<file path="src/rtl/lc3b_types.sv">
// Shared LC-3b datapath types: the common data bus payload and default sizing.
package lc3b_types;

  localparam int unsigned NUM_RS_DEFAULT = 4;
  localparam int unsigned CDB_DATA_W     = 16;
  localparam int unsigned CDB_TAG_W      = 3;

  typedef struct packed {
    logic                  valid;
    logic [CDB_TAG_W-1:0]  tag;
    logic [CDB_DATA_W-1:0] data;
  } cdb_t;

endpackage

</file>
<file path="src/rtl/rr_pick.sv">
// Combinational rotating priority encoder: first set bit of req_i at or above
// ptr_i, wrapping N-1 -> 0. Shared by CDB arbitration and issue selection.
module rr_pick #(
  parameter int unsigned N     = 4,
  parameter int unsigned PTR_W = (N > 1) ? $clog2(N) : 1
) (
  input  logic [N-1:0]     req_i,
  input  logic [PTR_W-1:0] ptr_i,
  output logic [PTR_W-1:0] winner_c,
  output logic             any_valid_c
);

  localparam int unsigned IW = PTR_W + 1;

  logic [IW-1:0] idx;

  always_comb begin
    winner_c    = '0;
    any_valid_c = 1'b0;
    idx         = '0;
    for (int unsigned k = 0; k < N; k++) begin
      idx = IW'(ptr_i) + IW'(k);
      if (idx >= IW'(N)) begin
        idx = idx - IW'(N);
      end
      if (!any_valid_c && req_i[idx[PTR_W-1:0]]) begin
        any_valid_c = 1'b1;
        winner_c    = idx[PTR_W-1:0];
      end
    end
  end

endmodule

</file>
<file path="src/rtl/cdb_arbiter.sv">
// Round-robin arbiter driving the registered common data bus from the
// reservation stations. Define CDB_FIXED_PRIO_EN for lowest-index-wins.
module cdb_arbiter
  import lc3b_types::*;
#(
  parameter int unsigned NUM_RS     = NUM_RS_DEFAULT,
  parameter int unsigned data_width = CDB_DATA_W,
  parameter int unsigned tag_width  = CDB_TAG_W
) (
  input  logic                         clk,
  input  logic                         reset,
  input  logic                         flush,
  input  logic [NUM_RS-1:0]            done,
  input  logic [NUM_RS*data_width-1:0] rs_data,
  input  logic [NUM_RS*tag_width-1:0]  rs_tag,
  output logic [NUM_RS-1:0]            grant,
  output cdb_t                         CDB_out
);

  localparam int unsigned PTR_W = (NUM_RS > 1) ? $clog2(NUM_RS) : 1;

  logic [NUM_RS-1:0]     grant_q, grant_d;
  cdb_t                  cdb_q, cdb_d;
  logic [NUM_RS-1:0]     req_c;
  logic [PTR_W-1:0]      ptr_c;
  logic [PTR_W-1:0]      winner_c;
  logic                  any_valid_c;
  logic [data_width-1:0] data_a [NUM_RS];
  logic [tag_width-1:0]  tag_a  [NUM_RS];

  for (genvar i = 0; i < NUM_RS; i++) begin : g_unpack
    assign data_a[i] = rs_data[i*data_width +: data_width];
    assign tag_a[i]  = rs_tag[i*tag_width +: tag_width];
  end

  // A station granted last edge still shows done until its busy bit clears.
  assign req_c = done & ~grant_q;

`ifdef CDB_FIXED_PRIO_EN
  assign ptr_c = '0;
`else
  logic [PTR_W-1:0] rr_ptr_q, rr_ptr_d;
  assign ptr_c = rr_ptr_q;
`endif

  rr_pick #(
    .N     (NUM_RS),
    .PTR_W (PTR_W)
  ) u_rr_pick (
    .req_i       (req_c),
    .ptr_i       (ptr_c),
    .winner_c    (winner_c),
    .any_valid_c (any_valid_c)
  );

  // Next-state: valid/grant default low, tag/data hold when idle.
  always_comb begin
    grant_d       = '0;
    cdb_d         = cdb_q;
    cdb_d.valid   = 1'b0;
`ifndef CDB_FIXED_PRIO_EN
    rr_ptr_d      = rr_ptr_q;
`endif
    if (!flush && any_valid_c) begin
      grant_d[winner_c] = 1'b1;
      cdb_d.valid       = 1'b1;
      cdb_d.tag         = CDB_TAG_W'(tag_a[winner_c]);
      cdb_d.data        = CDB_DATA_W'(data_a[winner_c]);
`ifndef CDB_FIXED_PRIO_EN
      rr_ptr_d          = (winner_c == PTR_W'(NUM_RS - 1)) ? '0 : winner_c + PTR_W'(1);
`endif
    end
  end

  always_ff @(posedge clk) begin
    if (reset) begin
      grant_q  <= '0;
      cdb_q    <= '0;
`ifndef CDB_FIXED_PRIO_EN
      rr_ptr_q <= '0;
`endif
    end else begin
      grant_q  <= grant_d;
      cdb_q    <= cdb_d;
`ifndef CDB_FIXED_PRIO_EN
      rr_ptr_q <= rr_ptr_d;
`endif
    end
  end

  assign grant   = grant_q;
  assign CDB_out = cdb_q;

endmodule
</file>
<file path="config.mk">
export PLATFORM = sky130hd
export DESIGN_NAME = cdb_arbiter
export DESIGN_NICKNAME = d
export VERILOG_FILES = /design/src/rtl/lc3b_types.sv /design/src/rtl/rr_pick.sv /design/src/rtl/cdb_arbiter.sv
export SDC_FILE = /design/constraint.sdc
export NUM_CORES = 1
export LEC_CHECK = 0
export ABC_AREA = 1
export ABC_CLOCK_PERIOD_IN_PS = 2640
export CORE_MARGIN = 2
export CORE_UTILIZATION = 43
export CTS_CLUSTER_SIZE = 8
export DETAILED_ROUTE_END_ITERATION = 8
export PLACE_DENSITY_LB_ADDON = 0.1
export SETUP_SLACK_MARGIN = 0.05
export SKIP_LAST_GASP = 1
export SYNTH_ARGS = -nofsm -noshare
export SYNTH_HDL_FRONTEND = slang
export SYNTH_SLANG_ARGS = --single-unit
</file>
<file path="constraint.sdc">
create_clock -name clk -period 2.64 [get_ports clk]
set_clock_uncertainty 0.2 [all_clocks]
set_input_delay 0.792 -clock clk [delete_from_list [all_inputs] [get_ports clk]]
set_output_delay 0.792 -clock clk [all_outputs]
set_load 0.05 [all_outputs]
</file>
==> flow_summary.toml, run 1 <==
[logic_synthesis]
syn_area_per_cell_um2 = 5.69
yosys_register_bits = 26
synth.top_cells.by_count = "inv_1, nand2_1, nand3_1"
synth_edf_count = 0
yosysMostFrequentCell = "inv_1"
synthArstFlopShare_pct = 0
synth_area_mm2 = 0.00240
synth.yosys.warnings = 0
synth_nets = 508
synth_cells = 421
yosys_most_used_dff = "dfxtp_1"
synth.area.top_cells = "dfxtp_1, inv_1, nand3_1, nand2_1, nand4_1"
netlist.area_leader.share_pct = 21.7
synth_cell_types = 19
yosysSeqAreaShare_pct = 21.7
yosysTopAreaCell = "dfxtp_1"

[finish]
layout-drive-gt1-share_pct = 9.92
fin_cells = 596
area_growth_pct = 53.7
antenna_cells = 0
final_nets = 612

[setup_path]
worstSetupPathType = "reg -> out"
crit_path_cell_trace = "clkdlybuf4s50_1"
crit_family = "buffers and inverters"
cp.arrival_ns = 1.46
slowest_delay_ns = 0.81
path_buf_inv = 1
worstPathRequired_ns = 1.65
critPathMaxFanout = 2
crit_path_top_delay_cell = "clkdlybuf4s50_1"
cp-start-kind = "flip-flop"
critPathCaptureType = "output port"

[placement]
dpl.hpwl_um = 5070
gp_congestion = 0.823
portBuffers = 106
place_inst = 592

[sta]
period_minus_slack_ns = 2.45
rsz0062_at_grt = "false"
final_hold_viol_count = 0
whs_ns = 0.369
max_freq_mhz = 408
drv_slew = 0
worstMarginPinSlew_ns = 0.536
setup_viol = 0
slew_headroom_pct = 64.2
fin_crit_sh_pct = 92.8

[pwr]
power.total_mw = 4.71
powerDensity_mw_per_mm2 = 1280
ir_worst_vdd_mv = 0.716
leakagePower_nw = 2.02

[clocking]
clockBufferDepth = 2
cts.clk_slew.worst_paths_ns = 0.10
clock-root-buffer = "clkbuf_8"
clock-sinks = 26
cts_hold_buf = 0
cts_tree = "done"
clk_latency_ns = 0.27
htreeDepth = 1
cts_made_buffers = 3

[drt]
routed_wl_um = 6870
via_count = 2864
drtIter0Drc = 99
drc = 0
drtAntennaViolNets = 0
vias_per_cell = 4.81
drtPass1Iterations = 4
routedWlPerCell_um = 11.5

[die]
coreArea_mm2 = 0.00544
dieWidth_um = 78.7
dieArea_mm2 = 0.00619
start_util_pct = 44.1
die_h_um = 78.7
num_rows = 27
io_pins = 107

[global_routing]
antenna_found_initial = 0
grt-ovfl-total = 0
grt_pass1_vias = 2652
busiest_layer = "met2"
grt_max_degree = 29
grtUsageMet3_pct = 4.94
use_met2_pct = 39.6
use_met1_pct = 26.9
grt_pass1_wl_um = 11400
grt_usage_pct = 22.3

[outcome]
status = "completed"

[flow_run]
drv_cap = 0

[worst_hold_path]
hold_path.class = "reg -> reg"
registers in the layout, indices dropped and copies added (netlist names):
register / cells
grant: 4
ptr_c: 2
CDB_out: 20
layer usage:
metal	wire (um)	share of wire (%)	up-vias
met1	3000	44	1257
met3	596	8.7	4
met5	0	0	-
li1	-	-	1503
met4	59	0.86	0
met2	3210	47	100
what timing repair did:
| action | in CTS | in global routing |
|---|---|---|
| endpoints found under the setup margin | 0 | 22 |
| hold endpoints to repair | 0 | 0 |
| gates resized for setup | 0 | 25 |
| buffers inserted | 0 | 0 |
cells by family after synthesis:
| family | after synthesis | share of synthesized area, % |
|---|---|---|
| AO/OA/AOI/OAI | 4 | 0.835 |
| adder cells (fa/ha/maj) | 4 | 2.09 |
| AND/OR/NAND/NOR | 248 | 49.7 |
| buffers and inverters | 139 | 25.7 |
| flip-flops | 26 | 21.7 |
path summary, 6_finish.rpt:
path,start,endpoint,slack (ns),depth (start not counted)
worst max-delay path,CDB_out[6],CDB_out[6],0.19,1
worst min-delay path,CDB_out[14],CDB_out[14],0.37,4
worst max register to register,ptr_c[0],ptr_c[1],0.26,13
worst min register to register,CDB_out[14],CDB_out[14],0.37,4
metrics by stage:
stage | area, um^2 | worst slack [ns] | TNS, ns | utilization [%]
after floorplan | 2400 | 0.260 | 0 | -
after global placement | 3520 | -0.154 | -3.12 | 64.7
after detailed placement | 3520 | -0.231 | -4.73 | 64.7
after CTS | 3590 | 0.0549 | 0 | 66.0
after global routing | 3680 | 0.135 | 0 | 67.7
final | 3680 | 0.190 | 0 | 67.7
placed cells by master, fill, tap and decap left out:
master / instances
buf_12: 2
a21oi_1: 2
nand4_1: 41
buf_4: 15
nand4_4: 1
inv_1: 108
nand3_4: 1
nand3_2: 12
o21ai_0: 2
inv_4: 1
bufinv_16: 1
nand2_1: 77
dlymetal6s2s_1: 4
inv_2: 3
clkbuf_8: 3
nand2_4: 1
nand3_1: 63
nand2_2: 9
ha_1: 4
dfxtp_1: 26
clkdlybuf4s50_1: 102
buf_6: 2
buf_8: 1
nor2_1: 43
report_power, final:
part	switching, mW	total [mW]	internal [mW]	leakage [nW]
clock	0.136	0.339	0.203	0.0357
combinational	2.30	3.71	1.41	1.77
sequential	0.112	0.665	0.553	0.215
cell type report:
| class | instances | area [um^2] |
|---|---|---|
| fill | 487 | 1750 |
| multi-input combinational | 256 | 1320 |
| timing repair buffer | 126 | 1260 |
| sequential | 26 | 520 |
| inverter | 112 | 423 |
| tap | 72 | 90.1 |
| clock buffer | 3 | 41.3 |
| clock inverter | 1 | 30.0 |
(Power assumes the default switching activity.)
==> run 2: changes to the inputs <==
- RECOVER_POWER: unset -> 50
==> run 2 against run 1 <==
  * Via count is the same
  * Worst hold slack is essentially flat
  * Combinational power is essentially flat
  * Power shrank 0.31%
  * First-iteration DRC count shrank 2.0%
  * Worst setup slack lost 0.0074 ns
  * Critical path type unchanged
  * Highest routed layer unchanged
==> flow_summary.toml, run 2 (synthesis gave the netlist of run 1 again) <==
[pwr]
p_comb_share_pct = 78.6
p_seq_share_pct = 14.2
clockPowerShare_pct = 7.2
leakagePower_nw = 2.02
switching_share_pct = 54.0
power.total_mw = 4.70
powerDensity_mw_per_mm2 = 1280
p_int_mw = 2.16
ir_worst_vdd_mv = 0.712
power.switching_mw = 2.54

[global_routing]
grt_pass1_wl_um = 11400
antenna_found_initial = 0
grt_max_degree = 29
grt_usage_pct = 22.3
grt_pass1_vias = 2652
grt-ovfl-total = 0

[drt]
wl_met1_um = 2950
drtAntennaViolNets = 0
drtPass1Iterations = 4
dr_wl_met2_um = 3240
route.met3.wl_um = 633
top_layer = "met4"
routed_wl_um = 6880
routedWlPerCell_um = 11.5
vias_per_cell = 4.81
drtIter0Drc = 97
drc = 0
via_count = 2864

[clocking]
clock-sinks = 26
clock-root-buffer = "clkbuf_8"
clk_latency_ns = 0.27
cts_resized = 0
cts_setup_buffers = 0
cts.clk_slew.worst_paths_ns = 0.10
clockBufferDepth = 2
cts_made_buffers = 3
cts_tree = "done"
cts_hold_buf = 0
htreeDepth = 1

[sta]
whs_ns = 0.369
slew_headroom_pct = 64.0
fin_crit_sh_pct = 93.1
setup_tns_ns = 0
final_hold_viol_count = 0
setup_viol = 0
worstMarginPinSlew_ns = 0.538
rsz0062_at_grt = "false"
postLayoutSetupSlackWorst_ns = 0.183
period_minus_slack_ns = 2.46
drv_slew = 0
max_freq_mhz = 407

[finish]
layout_commonest_cell = "inv_1"
antenna_cells = 0
fin_cells = 596
finalInstanceArea_mm2 = 0.00368
regArea_um2 = 520
area_growth_pct = 53.5
final_core_util_pct = 67.7
largest_reg_flops = 20
nFillCells = 487
mostFrequentLayoutCells = "inv_1, clkdlybuf4s50_1, nand2_1, nand3_1, nor2_1"
layout-drive-gt1-share_pct = 9.54
multi_input_area_mm2 = 0.00131
final_nets = 612

[setup_path]
crit_path_cell_trace = "dlygate4sd3_1"
worstSetupPathType = "reg -> out"
slowest_delay_ns = 0.87
crit_family = "buffers and inverters"
worstPathRequired_ns = 1.65
critPathMaxFanout = 1
cp-start-kind = "flip-flop"
cp.arrival_ns = 1.47
crit_path_top_delay_cell = "dlygate4sd3_1"
path_buf_inv = 1
critPathCaptureType = "output port"

[die]
dieWidth_um = 78.7
die_h_um = 78.7
start_util_pct = 44.1
dieArea_mm2 = 0.00619
io_pins = 107
coreArea_mm2 = 0.00544
num_rows = 27

[placement]
pre_cts_slack_ns = -0.231
dpl.hpwl_um = 5070
place_inst = 592
gp_congestion = 0.823
place_area_mm2 = 0.00352
portBuffers = 106

[outcome]
status = "completed"

[flow_run]
drv_cap = 0

[worst_hold_path]
hold_path.class = "reg -> reg"
## run 2: changes by cell type in the layout (fill, tap and decap cells not counted), sizes merged
cell and change:
dlygate4sd3 +1, clkdlybuf4s50 -1
## run 2: final timing paths
path               start          end  slack (ns)  depth (start not counted)
max          CDB_out[19]  CDB_out[19]        0.18                          1
min reg2reg  CDB_out[13]  CDB_out[13]        0.37                          4
min          CDB_out[13]  CDB_out[13]        0.37                          4
max reg2reg     ptr_c[0]     ptr_c[1]        0.21                         13
## run 2: power by group through the flow
stage               Clock, mW  Combinational (mW)  Sequential, mW
detailed placement          0                3.52           0.674
finish                  0.339                3.69           0.665
CTS                     0.348                3.54           0.665
floorplan                   0                2.18            1.15
global placement            0                3.46           0.669
global route            0.365                4.12           0.685
## run 2: layout make-up
cell class | instances | share of cell area (%)
multi-input combinational | 256 | 35.7
inverter | 112 | 11.5
clock inverter | 1 | 0.816
timing repair buffer | 126 | 34.3
clock buffer | 3 | 1.12
tap | 72 | 2.45
sequential | 26 | 14.1
## run 2: worst register-to-register path, cell delays in order, from the launching register on
cell	delay [ns]
dfxtp_1	0.63
inv_4	0.12
nand2_1	0.10
nand2_2	0.09
nand3_2	0.10
nand2_4	0.08
nand2_2	0.09
nand2_1	0.06
nand2_1	0.19
nand3_4	0.15
inv_2	0.09
ha_1	0.22
o21ai_0	0.15
a21oi_1	0.06
## run 2: routing by layer
layer / vias up / GRT usage, %
li1: 1502 / -
met1: 1251 / 26.9
met2: 107 / 39.6
met3: 4 / 4.94
met4: 0 / 5.79
met5: - / 0
==> run 3: changes to the inputs <==
- ABC_AREA: 1 -> 0
- CORE_ASPECT_RATIO: unset -> 2
- CORE_UTILIZATION: 43 -> 41
- SLEW_MARGIN: unset -> 0
==> run 3 against run 2 <==
  * First-iteration DRC count shrank 66%
  * Critical endpoint is now grant[0]
  * Critical path depth stayed put
  * Worst hold slack worse by 0.11 ns
  * Critical path type unchanged
  * Sequential share of layout area up 1.2 points
  * Clock power is 20% lower
  * Worst setup slack worse by 0.059 ns
  * Via count down 23%
  * Area after synthesis fell by 11%
  * Routed wire length down 1.3%
  * Clock-buffer cell count up 1
==> flow_summary.toml, run 3 <==
[logic_synthesis]
yosys_register_bits = 26
yosysSeqAreaShare_pct = 24.3
netlist.area_leader.share_pct = 24.3
synth.top_cells.by_count = "a211oi_1, a211oi_2, dfxtp_1"
synth_area_mm2 = 0.00214
synth_cells = 240
synth.area.top_cells = "dfxtp_1, a211oi_2, o31ai_2, a211oi_1, a21oi_1"
yosysTopAreaCell = "dfxtp_1"
synth_nets = 327
synth.yosys.warnings = 0
yosysMostFrequentCell = "a211oi_1"
synthArstFlopShare_pct = 0
synth_edf_count = 0
syn_area_per_cell_um2 = 8.94
yosys_most_used_dff = "dfxtp_1"
synth_cell_types = 36

[finish]
mostFrequentLayoutCells = "clkdlybuf4s50_1, a211oi_2, dfxtp_1, a211oi_1, buf_4"
area_growth_pct = 58.1
final_nets = 440
layout-drive-gt1-share_pct = 26.7
largest_reg_flops = 20
layout_commonest_cell = "clkdlybuf4s50_1"
final_core_util_pct = 66.6
antenna_cells = 0
fin_cells = 410

[flow_run]
drv_cap = 0

[pwr]
ir_worst_vdd_mv = 0.418
power.total_mw = 1.71
powerDensity_mw_per_mm2 = 503
leakagePower_nw = 1.31

[worst_hold_path]
hold_path.class = "reg -> reg"

[global_routing]
antenna_found_initial = 0
grt-ovfl-total = 0
grt_max_degree = 24
grt_pass1_vias = 2261
grt_pass1_wl_um = 10500
grt_usage_pct = 24.1

[clocking]
cts.clk_slew.worst_paths_ns = 0.10
cts_tree = "done"
cts_resized = 0
cts_hold_buf = 0
htreeDepth = 1
clockBufferDepth = 2
clock-root-buffer = "clkbuf_8"
cts_setup_buffers = 0
clock-sinks = 26
clk_latency_ns = 0.27
cts_made_buffers = 3

[setup_path]
path_buf_inv = 1
ff2ff_setup_slack_ns = 0.68
worstSetupPathType = "reg -> out"
slowest_delay_ns = 0.88
worstPathRequired_ns = 1.65
crit_path_top_delay_cell = "dlygate4sd3_1"
cp-start-kind = "flip-flop"
crit_family = "buffers and inverters"
critPathMaxFanout = 3
cp.arrival_ns = 1.52
crit_path_cell_trace = "dlygate4sd3_1"
critPathCaptureType = "output port"

[placement]
portBuffers = 106
gp_congestion = 0.819
place_inst = 406
pre_cts_slack_ns = -0.185
dpl.hpwl_um = 5260

[sta]
drv_slew = 0
postLayoutSetupSlackWorst_ns = 0.123
worstMarginPinSlew_ns = 0.545
rsz0062_at_grt = "true"
fin_crit_sh_pct = 95.3
max_freq_mhz = 397
period_minus_slack_ns = 2.52
setup_viol = 0
final_hold_viol_count = 0
whs_ns = 0.264
slew_headroom_pct = 63.6

[die]
dieArea_mm2 = 0.00586
die_h_um = 106
num_rows = 37
io_pins = 107
dieWidth_um = 55.1
start_util_pct = 42.1
coreArea_mm2 = 0.00509

[drt]
via_count = 2218
vias_per_cell = 5.41
drtIter0Drc = 33
routed_wl_um = 6790
drtAntennaViolNets = 0
drc = 0
drtPass1Iterations = 4
routedWlPerCell_um = 16.6

[outcome]
status = "completed"
run 3: changes by cell type after synthesis, sizes merged, moves of 18 or more:
cell,previous run,this run
nor2,43,5
nand3,76,0
a211oi,0,57
nand2,87,19
nand4,42,0
inv,112,22
o31ai,0,19
a21oi,2,20
o21ai,2,22
run 3: cell type report:
class / instances / area [um^2]
sequential: 26 / 520
timing repair buffer: 133 / 1280
multi-input combinational: 166 / 1380
tap: 58 / 72.6
fill: 459 / 1700
clock buffer: 4 / 55.1
inverter: 23 / 91.3
run 3: kinds of logic after synthesis:
kind of cell / synth area share, %
adders and majority gates: 2.33
muxes: 0.467
and+or+nand+nor: 10.7
DFF: 24.3
AOI/OAI and AO/OA: 49.0
buffers and inverters: 13.2
run 3: worst paths after layout:
| check | to | cells after the start | startpoint |
|---|---|---|---|
| worst min register to register | CDB_out[5] | 2 | CDB_out[5] |
| worst max register to register | CDB_out[15] | 6 | ptr_c[1] |
| worst max-delay path | grant[0] | 1 | grant[0] |
| worst min-delay path | CDB_out[5] | 2 | CDB_out[5] |
run 3: layer usage:
metal  track usage, %  vias to the layer above  routed length (um)
li1                 -                     1108                   -
met1             24.6                     1033                2440
met2             47.8                       73                3970
met3             2.25                        4                 337
met4             5.23                        0                  51
met5                0                        -                   0
run 3: report_power, final:
part | leakage (nW) | switching [mW] | internal [mW] | total, mW
clock | 0.0288 | 0.136 | 0.134 | 0.270
sequential | 0.214 | 0.0305 | 0.442 | 0.473
combinational | 1.07 | 0.556 | 0.407 | 0.963
total | 1.31 | 0.722 | 0.983 | 1.71
run 3: worst register-to-register path: stages (launching register included):
cell and delay (ns):
dfxtp_1 0.51, nor3b_1 0.09, o21ai_0 0.19, and3_4 0.27
clkinv_4 0.20, a211oi_1 0.30, o31ai_2 0.10
run 3: per-stage QoR:
stage	cell area [um^2]	setup TNS, ns
after global placement	3320	-3.72
after global routing	3390	0
after floorplan	2140	0
after detailed placement	3320	-3.74
after CTS	3370	0
final	3390	0
